==> config.mk <==
export PLATFORM = sky130hd
export DESIGN_NAME = seconds_digit_counter_flat
export DESIGN_NICKNAME = d
export VERILOG_FILES = /design/src/rtl/seg7_pkg.sv /design/src/rtl/seconds_digit_counter_if.sv /design/src/rtl/seg7_decoder.sv /design/src/rtl/seconds_digit_counter.sv /design/src/flat_wrapper.sv
export SDC_FILE = /design/constraint.sdc
export NUM_CORES = 1
export LEC_CHECK = 0
export BUFFER_PORTS_ARGS = -buffer_cell sky130_fd_sc_hd__buf_2
export CAP_MARGIN = 20
export CORE_MARGIN = 2
export CORE_UTILIZATION = 53
export DETAILED_ROUTE_END_ITERATION = 7
export PLACE_DENSITY = 0.75
export SYNTH_ARGS = -nofsm -noshare
export SYNTH_HDL_FRONTEND = slang
export SYNTH_SLANG_ARGS = --single-unit
==> constraint.sdc <==
create_clock -name clk -period 2.4 [get_ports clk]
set_clock_uncertainty 0.05 [all_clocks]
set_input_delay 0.48 -clock clk [delete_from_list [all_inputs] [get_ports clk]]
set_output_delay 0.48 -clock clk [all_outputs]
set_load 0.005 [all_outputs]
==> src/rtl/seg7_pkg.sv <==
// seg7_pkg: shared digit width, digit limit and active-high segment patterns {g,f,e,d,c,b,a}
package seg7_pkg;
  localparam int DIGIT_W = 4;
  localparam logic [DIGIT_W-1:0] MAX_DIGIT = 4'd9;
  localparam logic [6:0] SEG_0 = 7'h3F;
  localparam logic [6:0] SEG_1 = 7'h06;
  localparam logic [6:0] SEG_2 = 7'h5B;
  localparam logic [6:0] SEG_3 = 7'h4F;
  localparam logic [6:0] SEG_4 = 7'h66;
  localparam logic [6:0] SEG_5 = 7'h6D;
  localparam logic [6:0] SEG_6 = 7'h7D;
  localparam logic [6:0] SEG_7 = 7'h07;
  localparam logic [6:0] SEG_8 = 7'h7F;
  localparam logic [6:0] SEG_9 = 7'h6F;
  localparam logic [6:0] SEG_BLANK = 7'h00;
endpackage

==> src/rtl/seconds_digit_counter_if.sv <==
// seconds_digit_counter_if: control inputs and display/strobe outputs of the seconds digit counter
interface seconds_digit_counter_if;
  logic run;
  logic clear;
  logic dir;
  logic tick;
  logic carry;
  logic [seg7_pkg::DIGIT_W-1:0] digit;
  logic [6:0] segments;
  logic dp;
  modport master (output run, clear, dir, input tick, carry, digit, segments, dp);
  modport slave (input run, clear, dir, output tick, carry, digit, segments, dp);
endinterface

==> src/rtl/seg7_decoder.sv <==
// seg7_decoder: combinational BCD digit to active-high 7-segment pattern; out-of-range digits blank
module seg7_decoder
  import seg7_pkg::*;
(
  input  logic [DIGIT_W-1:0] digit_i,
  output logic [6:0]         segments_o
);
  always_comb begin
    segments_o = SEG_BLANK;
    case (digit_i)
      4'd0: segments_o = SEG_0;
      4'd1: segments_o = SEG_1;
      4'd2: segments_o = SEG_2;
      4'd3: segments_o = SEG_3;
      4'd4: segments_o = SEG_4;
      4'd5: segments_o = SEG_5;
      4'd6: segments_o = SEG_6;
      4'd7: segments_o = SEG_7;
      4'd8: segments_o = SEG_8;
      4'd9: segments_o = SEG_9;
      default: segments_o = SEG_BLANK;
    endcase
  end
endmodule

==> src/rtl/seconds_digit_counter.sv <==
// seconds_digit_counter: divides clk into a 1 Hz tick and counts it as an up/down BCD digit
module seconds_digit_counter
  import seg7_pkg::*;
#(
  parameter int DIV = 10_000_000
) (
  input logic clk,
  input logic reset,
  seconds_digit_counter_if.slave bus
);
  localparam int CNT_W = $clog2(DIV);
  logic [CNT_W-1:0]   pre_q, pre_d;
  logic [DIGIT_W-1:0] digit_q, digit_d, nxt;
  logic               tick_q, tick_d, carry_q, carry_d, wrap, digit_wrap;
  // Out-of-range digits are unreachable; they recover to 0 on the next tick.
  always_comb begin
    wrap       = bus.run && (pre_q == CNT_W'(DIV - 1));
    digit_wrap = bus.dir ? (digit_q == '0) : (digit_q == MAX_DIGIT);
    nxt        = bus.dir ? ((digit_q == '0) ? MAX_DIGIT : (digit_q <= MAX_DIGIT) ? digit_q - 1'b1 : '0)
                         : ((digit_q < MAX_DIGIT) ? digit_q + 1'b1 : '0);
    pre_d      = bus.run ? (wrap ? '0 : pre_q + 1'b1) : pre_q;
    digit_d    = wrap ? nxt : digit_q;
    tick_d     = wrap;
    carry_d    = wrap && digit_wrap;
  end
  always_ff @(posedge clk) begin
    if (reset || bus.clear) begin
      pre_q   <= '0;
      digit_q <= '0;
      tick_q  <= 1'b0;
      carry_q <= 1'b0;
    end else begin
      pre_q   <= pre_d;
      digit_q <= digit_d;
      tick_q  <= tick_d;
      carry_q <= carry_d;
    end
  end
  assign bus.tick  = tick_q;
  assign bus.carry = carry_q;
  assign bus.digit = digit_q;
  assign bus.dp    = pre_q < CNT_W'(DIV / 2);
  seg7_decoder u_dec (
    .digit_i    (digit_q),
    .segments_o (bus.segments)
  );
endmodule

==> src/flat_wrapper.sv <==
// flat-port wrapper written by rule: the top's interface ports become plain ports
module seconds_digit_counter_flat import seg7_pkg::*;
#(
  parameter int DIV = 10_000_000
)
  (clk, reset, bus_run, bus_clear, bus_dir, bus_tick, bus_carry, bus_digit, bus_segments, bus_dp);
  seconds_digit_counter_if bus_i ();
  input logic clk;
  input logic reset;
  input wire logic [$bits(bus_i.run)-1:0] bus_run;
  input wire logic [$bits(bus_i.clear)-1:0] bus_clear;
  input wire logic [$bits(bus_i.dir)-1:0] bus_dir;
  output wire logic [$bits(bus_i.tick)-1:0] bus_tick;
  output wire logic [$bits(bus_i.carry)-1:0] bus_carry;
  output wire logic [$bits(bus_i.digit)-1:0] bus_digit;
  output wire logic [$bits(bus_i.segments)-1:0] bus_segments;
  output wire logic [$bits(bus_i.dp)-1:0] bus_dp;
  assign bus_i.run = bus_run;
  assign bus_i.clear = bus_clear;
  assign bus_i.dir = bus_dir;
  assign bus_tick = bus_i.tick;
  assign bus_carry = bus_i.carry;
  assign bus_digit = bus_i.digit;
  assign bus_segments = bus_i.segments;
  assign bus_dp = bus_i.dp;
  seconds_digit_counter #(.DIV(DIV)) u_core (.clk(clk), .reset(reset), .bus(bus_i));
endmodule
==> results of run 1 <==
-- repair_timing --
item	in CTS	in global routing
setup buffers	1	3
hold buffers	0	0
pin swaps	4	12
setup endpoints to repair	6	8
resized for setup	8	35
-- power by group --
part	internal, uW	switching [uW]
Combinational	12.2	22.2
Sequential	613	0.654
Clock	339	224
-- layer usage --
metal	up-vias	global-route usage
met4	0	0.1046
met5	-	0
met1	906	0.2615
met2	27	0.4213
li1	940	-
met3	9	0.07095
-- stage by stage --
step	setup WS, ns	TNS, ns	std cells
after floorplan	0.01940	0	236
after global placement	0.01318	0	326
after detailed placement	-0.03061	-0.04977	326
after CTS	0.001482	0	335
after global routing	-0.08358	-0.2074	338
final	0.03861	0	338
-- how the worst max path moves through the flow --
stage               depth (start not counted)  slack [ns]                 from                          to
floorplan                                  11        0.02  u_core.bus.digit[0]  u_core.u_dec.segments_o[3]
global placement                            8        0.01              bus_run  u_core.u_dec.segments_o[3]
detailed placement                          8       -0.03              bus_run  u_core.u_dec.segments_o[3]
CTS                                         9       0.001      u_core.pre_q[1]  u_core.u_dec.segments_o[5]
global route                                9       -0.08      u_core.pre_q[7]  u_core.u_dec.segments_o[4]
finish                                      9        0.04  u_core.bus.digit[3]  u_core.u_dec.segments_o[4]
-- area by class of cell --
type                            count  area share
Clock inverter                      1     0.01078
Timing Repair Buffer               55      0.1361
Inverter                           10     0.01438
Sequential cell                    37      0.2686
Tap cell                           48     0.02156
Multi-Input combinational cell    180      0.5175
Clock buffer                        7     0.03100
-- cells by family (layout without fill, tap and decap cells) --
| logic type | count (synthesis) | count (layout) | share of synthesized area |
|---|---|---|---|
| AND/OR/NAND/NOR | 102 | 102 | 0.2820 |
| AO/OA/AOI/OAI | 42 | 42 | 0.1521 |
| flip-flops | 37 | 37 | 0.3560 |
| XOR/XNOR | 21 | 21 | 0.08839 |
| buffers and inverters | 19 | 73 | 0.03487 |
| adder cells (fa/ha/maj) | 11 | 11 | 0.06614 |
| multiplexers | 4 | 4 | 0.02044 |
-- sequential cells by signal, indices dropped and copies added (netlist names) --
register                 flops
u_core.pre_q                24
u_core.bus.tick              1
u_core.bus.carry             1
u_core.bus.digit             4
u_core.u_dec.segments_o      7
-- worst max-delay path: stages, from the launching register on --
cell	delay, ns
dfxtp_1	0.49
buf_4	0.20
inv_1	0.09
o211ai_1	0.35
a211oi_4	0.12
o21ai_4	0.28
inv_2	0.12
ha_1	0.23
nor3_1	0.23
o31ai_1	0.08
-- cell usage after synthesis (all sizes together), types with 2 or more instances --
library cell | number | area share
nand3b | 4 | 0.014
xor2 | 11 | 0.046
o21ai | 12 | 0.034
o211ai | 4 | 0.017
nor4b | 3 | 0.013
o22ai | 2 | 0.0060
xnor2 | 10 | 0.042
a21oi | 11 | 0.028
nand3 | 11 | 0.026
clkbuf | 8 | 0.014
or2 | 5 | 0.015
ha | 11 | 0.066
or3 | 2 | 0.0084
a211oi | 2 | 0.013
nand2b | 2 | 0.0060
o31ai | 2 | 0.0072
nor3 | 7 | 0.019
and4 | 3 | 0.013
nor2b | 2 | 0.0060
mux2i | 2 | 0.0096
nand4b | 2 | 0.0084
mux2 | 2 | 0.011
nor2 | 30 | 0.054
and3 | 3 | 0.0090
nand2 | 15 | 0.028
inv | 10 | 0.018
nand4 | 4 | 0.019
dfxtp | 37 | 0.36
nor4bb | 2 | 0.0096
nor4 | 3 | 0.016
-- cells in the final DEF (no fill, tap or decap), types with 3 or more instances in the layout --
| cell type | synthesis | final |
|---|---|---|
| a21oi_1 | 10 | 8 |
| and4_1 | 3 | 3 |
| buf_2 | 1 | 18 |
| buf_4 | 0 | 34 |
| buf_6 | 0 | 3 |
| clkbuf_8 | 0 | 6 |
| dfxtp_1 | 37 | 33 |
| dfxtp_2 | 0 | 3 |
| ha_2 | 0 | 5 |
| ha_4 | 0 | 4 |
| inv_1 | 9 | 6 |
| inv_2 | 1 | 3 |
| nand2_1 | 14 | 14 |
| nand3_1 | 11 | 10 |
| nand3b_1 | 4 | 4 |
| nand4_1 | 3 | 3 |
| nor2_1 | 30 | 30 |
| nor3_1 | 6 | 5 |
| o211ai_1 | 3 | 3 |
| o21ai_0 | 8 | 5 |
| o21ai_2 | 3 | 4 |
| xnor2_1 | 10 | 10 |
| xor2_1 | 11 | 11 |
==> summary.md, run 1 <==
| Metric | Value |
|---|---|
| CP Max Fanout | 9 |
| Vert. Die Dim | 66.66 microns |
| Initial Utilization | 0.5599 |
| Core area | approximately 3700 sq um |
| Pins over their slew limit | 0 |
| Slew headroom | 0.7019 |
| Layout area overhead | 33.85% |
| Routed wl met2 | 2501 microns |
| Final WL | 4855 microns |
| Post-route DRC | 0 |
| Via count | 1882 |
| CTS Sinks | 37 |
| Clock buffer count from CTS | 5 |
| Netlist area before placement | 2081 sq um |
| Layout cells sized above 1 | 0.3828 |
| Seq. cell area | 748.2 sq um |
| Worst hold path startpoint | u_core.pre_q[1] |
| Antenna diode count | 0 |
| Area after DPL | 2461 sq um |
| Synth warn | 0 |
| R2r endpoint | u_core.u_dec.segments_o[4] |
| Synthesized Nets | 252 |
| Largest net degree at the start of global routing | 23 |
| Worst r2r src | u_core.bus.digit[3] |
| Final estimated routing congestion in global placement | 0.8582 |
| Post-synth ARST share | 0 |
| Min cycle time layout | 2.361 ns |
| Worst-Margin Slew | 0.4471 ns |
| Max Cap Viol | 0 |
| Top FF cell, synth | dfxtp_1 |
| Vias in the first global route | 1829 |
| Register area share after synthesis | 0.3560 |
| Status | complete, no violations |
| Power per Cell Area | 434.9 nW/um^2 |
| Antenna violations before repair | 0 |
| Die area | around 4400 sq um |
| Power, Total | 1211 uW |
| Remaining antenna violation count | 0 |
| All-layer global routing usage | 0.2383 |
| Fmax | 0.4235 GHz |
| Vias per cell | 5.568 |
| H-tree levels | 2 |
| Worst hold slack | 0.4309 ns |
| Root buffer cell | clkbuf_8 |
| Area of the multi-input gates | 1441 sq um |
| CTS tree | yes |
| I/O pin cnt | 19 |
| Final hold vios | 0 |
| DR pass1 iterations | 4 |
| #FFs+latches synth | 37 |
| CP Data Arrival Time | 2.50 ns |
| Top Layer Used | met4 |
| Clock input transition at the sequential cells of the worst setup and hold paths | 0.08 ns |
| CP Data Required Time | roughly 2.5 ns |
| WL met3 | 157 microns |
| Max IR drop VDD | about 0.36 mV |
| Routed met1 length | 2102 microns |
| Congestion Overflow GR | 0 |
| Post-synth EDFFs | 0 |
| Util after Layout | 0.7495 |
| Average routed wire per standard cell | 14.36 microns |
| Nets | about 300 |
| Avg Synthesized Cell Area | between 8 and 9 sq um |
| Crit path launch type | register |
| Port Buffers | 18 |
| DPL Wire Length | 3354 microns |
| Final number of setup-violating endpoints | 0 |
| Mapped Cells | about 240 |
| First-pass GRT wire length | between 7000 and 8000 microns |
| Synth unique cells | 57 |
| Unrepaired setup endpoints after global routing | true |
| WHS Path Cells | 2 |
| Critical path capture point type | register |
| Final instance area | 2785 sq um |
| R2R Setup Slk | 0.04 ns |
| Fillers | 277 |
| Worst Hold End | u_core.pre_q[1] |
| Row cnt | 22 |
| Static leakage | 0.001039 uW |
| Category of the most critical setup path | register to register |
| Longest Clk Path Bufs | 2 |
| Die Span X | 66.66 microns |
| Iteration-0 DRC count of the detailed router | 80 |
| Crit share post-route | 0.9839 |
| Hold WC Path Type | register to register |
| Worst-Skew Late Latency | 0.30 ns |
| Worst r2r path cells | 9 |
No activity file was read; power rests on OpenSTA's default activity.
==> run 2, diff against run 1 <==
CORE_UTILIZATION = 63   (was 53)
GPL_ROUTABILITY_DRIVEN = 1   (was not set)
PLACE_DENSITY = 0.84   (was 0.75)
clock period = 2.9 ns   (was 2.4 ns; I/O delays follow)
==> summary.md, run 2 (same netlist as run 1, synthesis figures left out) <==
| Metric | Value |
|---|---|
| Category of the most critical setup path | register to register (unchanged) |
| NetSw | 197.2 uW (was 246.8 uW) |
| Via count | 1730 (was 1882) |
| Pins over their slew limit | 0 (unchanged) |
| Delay-heaviest family, CP | compound AO/OA/AOI/OAI gates (unchanged) |
| Largest net degree at the start of global routing | 23 (unchanged) |
| Root buffer cell | clkbuf_4 (was clkbuf_8) |
| Worst-Margin Slew | 0.6057 ns (was 0.4471 ns) |
| Static leakage | 0.0008024 uW (was 0.001039 uW) |
| Worst-path cell chain | inv_1 > ha_1 > o21bai_1 > a2111o_1 > a211oi_1 > o21ai_2 > ha_1 > mux2_1 > o21ai_1 (was buf_4 > inv_1 > o211ai_1 > a211oi_4 > o21ai_4 > inv_2 > ha_1 > nor3_1 > o31ai_1) |
| DPL Wire Length | 2955 microns (was 3354 microns) |
| Logic pwr share | 0.026 (was 0.028) |
| Fmax | 0.3685 GHz (was 0.4235 GHz) |
| R2R Setup Slk | 0.19 ns (was 0.04 ns) |
| Clock power frac | 0.361 (was 0.465) |
| Vias per cell | 5.748 (was 5.568) |
| Worst r2r src | u_core.bus.digit[1] (was u_core.bus.digit[3]) |
| Power, Total | 831.0 uW (was 1211 uW) |
| Max reg flops | 24 (unchanged) |
| Max Cap Viol | 0 (unchanged) |
| Final WL | 4097 microns (was 4855 microns) |
| Worst-Skew Late Latency | 0.35 ns (was 0.30 ns) |
| Vias in the first global route | 1512 (was 1829) |
| R2r endpoint | u_core.u_dec.segments_o[3] (was u_core.u_dec.segments_o[4]) |
| CTS tree | yes (unchanged) |
| GRT met3 Usage | 0.06513 (was 0.07095) |
| Vert. Die Dim | 61.47 microns (was 66.66 microns) |
| Min cycle time layout | 2.713 ns (was 2.361 ns) |
| DR pass1 iterations | 4 (unchanged) |
| Buffer and inverter count on the worst path | 1 (was 3) |
| Internal | 633.9 uW (was 964.4 uW) |
| Worst path slowest cell | a2111o_1 (was dfxtp_1) |
| Critical path depth in cells | 9 (unchanged) |
| Crit path launch type | register (unchanged) |
| Layout area overhead | 9.922% (was 33.85%) |
| Clock input transition at the sequential cells of the worst setup and hold paths | 0.11 ns (was 0.08 ns) |
| Core area | 3103 sq um (was 3716 sq um) |
| Power per Cell Area | 363.3 nW/um^2 (was 434.9 nW/um^2) |
| Initial Utilization | 0.6706 (was 0.5599) |
| Antenna violations before repair | 0 (unchanged) |
| Nets | 272 (was 305) |
| Final estimated routing congestion in global placement | 0.8979 (was 0.8582) |
| Final number of setup-violating endpoints | 0 (unchanged) |
| H-tree levels | 2 (unchanged) |
| Max stage delay on crit path | 0.43 ns (was 0.49 ns) |
| Unrepaired setup endpoints after global routing | false (was true) |
| Die area | 3779 sq um (was 4443 sq um) |
| Sw Ratio | 0.2373 (was 0.2037) |
| Commonest non-fill, non-tap cell in the layout | dfxtp_1 (was buf_4) |
| Longest Clk Path Bufs | 2 (unchanged) |
| Iteration-0 DRC count of the detailed router | 94 (was 80) |
| Worst r2r path cells | 9 (unchanged) |
| CP Max Fanout | 8 (was 9) |
| Crit path from | u_core.bus.digit[1] (was u_core.bus.digit[3]) |
| Register share of total power | 0.613 (was 0.507) |
| I/O pin cnt | 19 (unchanged) |
| Congestion Overflow GR | 0 (unchanged) |
| CP Data Arrival Time | 2.94 ns (was 2.50 ns) |
| Die Span X | 61.47 microns (was 66.66 microns) |
| Remaining antenna violation count | 0 (unchanged) |
| Row cnt | 20 (was 22) |
| First-pass GRT wire length | 6858 microns (was 7962 microns) |
| All-layer global routing usage | 0.2451 (was 0.2383) |
| Critical path capture point type | register (unchanged) |
| CP dominant cell by count | ha_1 |
| Most frequent cells in the layout | dfxtp_1 (36), nor2_1 (30), buf_2 (18) (was buf_4 (34), dfxtp_1 (33), nor2_1 (30)) |
| Layout cells sized above 1 | 0.1946 (was 0.3828) |
| Post-route DRC | 0 (unchanged) |
| Fillers | 260 (was 277) |
| Crit share post-route | 0.9356 (was 0.9839) |
| CP Data Required Time | 3.13 ns (was 2.53 ns) |
| Critical Path Sink | u_core.u_dec.segments_o[3] (was u_core.u_dec.segments_o[4]) |
| Clock buffer count from CTS | 5 (unchanged) |
| Final setup TNS | 0 ns (unchanged) |
| Hold WC Path Type | register to register (unchanged) |
| Average routed wire per standard cell | 13.61 microns (was 14.36 microns) |
| Max IR drop VDD | 0.2639 mV (was 0.3565 mV) |
| Met2 usage | 0.3511 (was 0.4213) |
| Antenna diode count | 0 (unchanged) |
| Port Buffers | 18 (unchanged) |
| Final hold vios | 0 (unchanged) |
| Slew headroom | 0.5925 (was 0.7019) |
| Global routing usage on met1 | 0.3518 (was 0.2615) |
| CTS Sinks | 37 (unchanged) |
| Cts hold-fix bufs | 0 (unchanged) |
| Status | complete, no violations (unchanged) |
| Biggest register | u_core.pre_q (unchanged) |
| Busiest grt layer | met1 (was met2) |
## run 2: cell types whose count changed in the layout (fill, tap and decap cells not counted), moves of 3 or more
cell      previous run  this run
ha_4                 4         0
dfxtp_1             33        36
clkbuf_4             0         5
inv_1                6         9
ha_1                 2        11
clkbuf_8             6         1
o21ai_0              5         8
buf_6                3         0
buf_4               34         4
ha_2                 5         0
## run 2: layer usage
layer,up-vias,part of all wire
met3,6,0.042
met2,32,0.44
li1,871,-
met4,0,0.011
met5,-,0
met1,821,0.51
## run 2: worst min path at each step
stage	cells past startpoint	endpoint	from	slack (ns)
after detailed placement	2	u_core.pre_q[0]	u_core.pre_q[0]	0.44
after floorplan	2	u_core.pre_q[1]	u_core.pre_q[1]	0.41
after CTS	2	u_core.pre_q[1]	u_core.pre_q[1]	0.46
after global routing	2	u_core.pre_q[0]	u_core.pre_q[0]	0.48
after global placement	2	u_core.pre_q[1]	u_core.pre_q[1]	0.42
final	2	u_core.pre_q[1]	u_core.pre_q[1]	0.45
## run 2: final cells by class
class	instances	area (sq um)	area share
multi-input combinational	180	1267	0.5542
sequential	37	742.0	0.3244
timing repair buffer	22	120.1	0.05252
clock inverter	2	13.76	0.006018
clock buffer	6	51.30	0.02243
tap	44	55.05	0.02407
inverter	10	37.54	0.01641
## run 2: power by group through the flow
stage	combinational [uW]	clock (uW)	sequential (uW)
2_1_floorplan	15.0	0	521
3_3_place_gp	21.8	0	521
3_5_place_dp	21.8	0	521
4_1_cts	21.8	301	510
5_1_grt	24.2	326	510
6_report	21.6	300	510
## run 2: repair_timing
item                       CTS  global route
hold endpoints to repair     0             0
gates resized for setup      0             1
setup endpoints to repair    0             2
buffers inserted             0             0
## run 2: worst reg2reg max path, delay by kind of cell (launching register included)
kind	cells	cell delay, ns
AO/OA/AOI/OAI	5	1.13
buffers and inverters	1	0.15
multiplexers	1	0.30
flip-flops	1	0.37
adder cells (fa/ha/maj)	2	0.66
## run 2: metrics by stage
step           area [sq um]  instances  setup WS (ns)  utilization  hold slack, ns
6_report               2287        301         0.1866       0.7371          0.4544
2_1_floorplan          2081        236         0.2868            -          0.4076
5_1_grt                2287        301        0.01134       0.7371          0.4816
4_1_cts                2286        301         0.1336       0.7367          0.4565
3_3_place_gp           2221        293         0.2147       0.7157          0.4229
3_5_place_dp           2221        293         0.1325       0.7157          0.4398
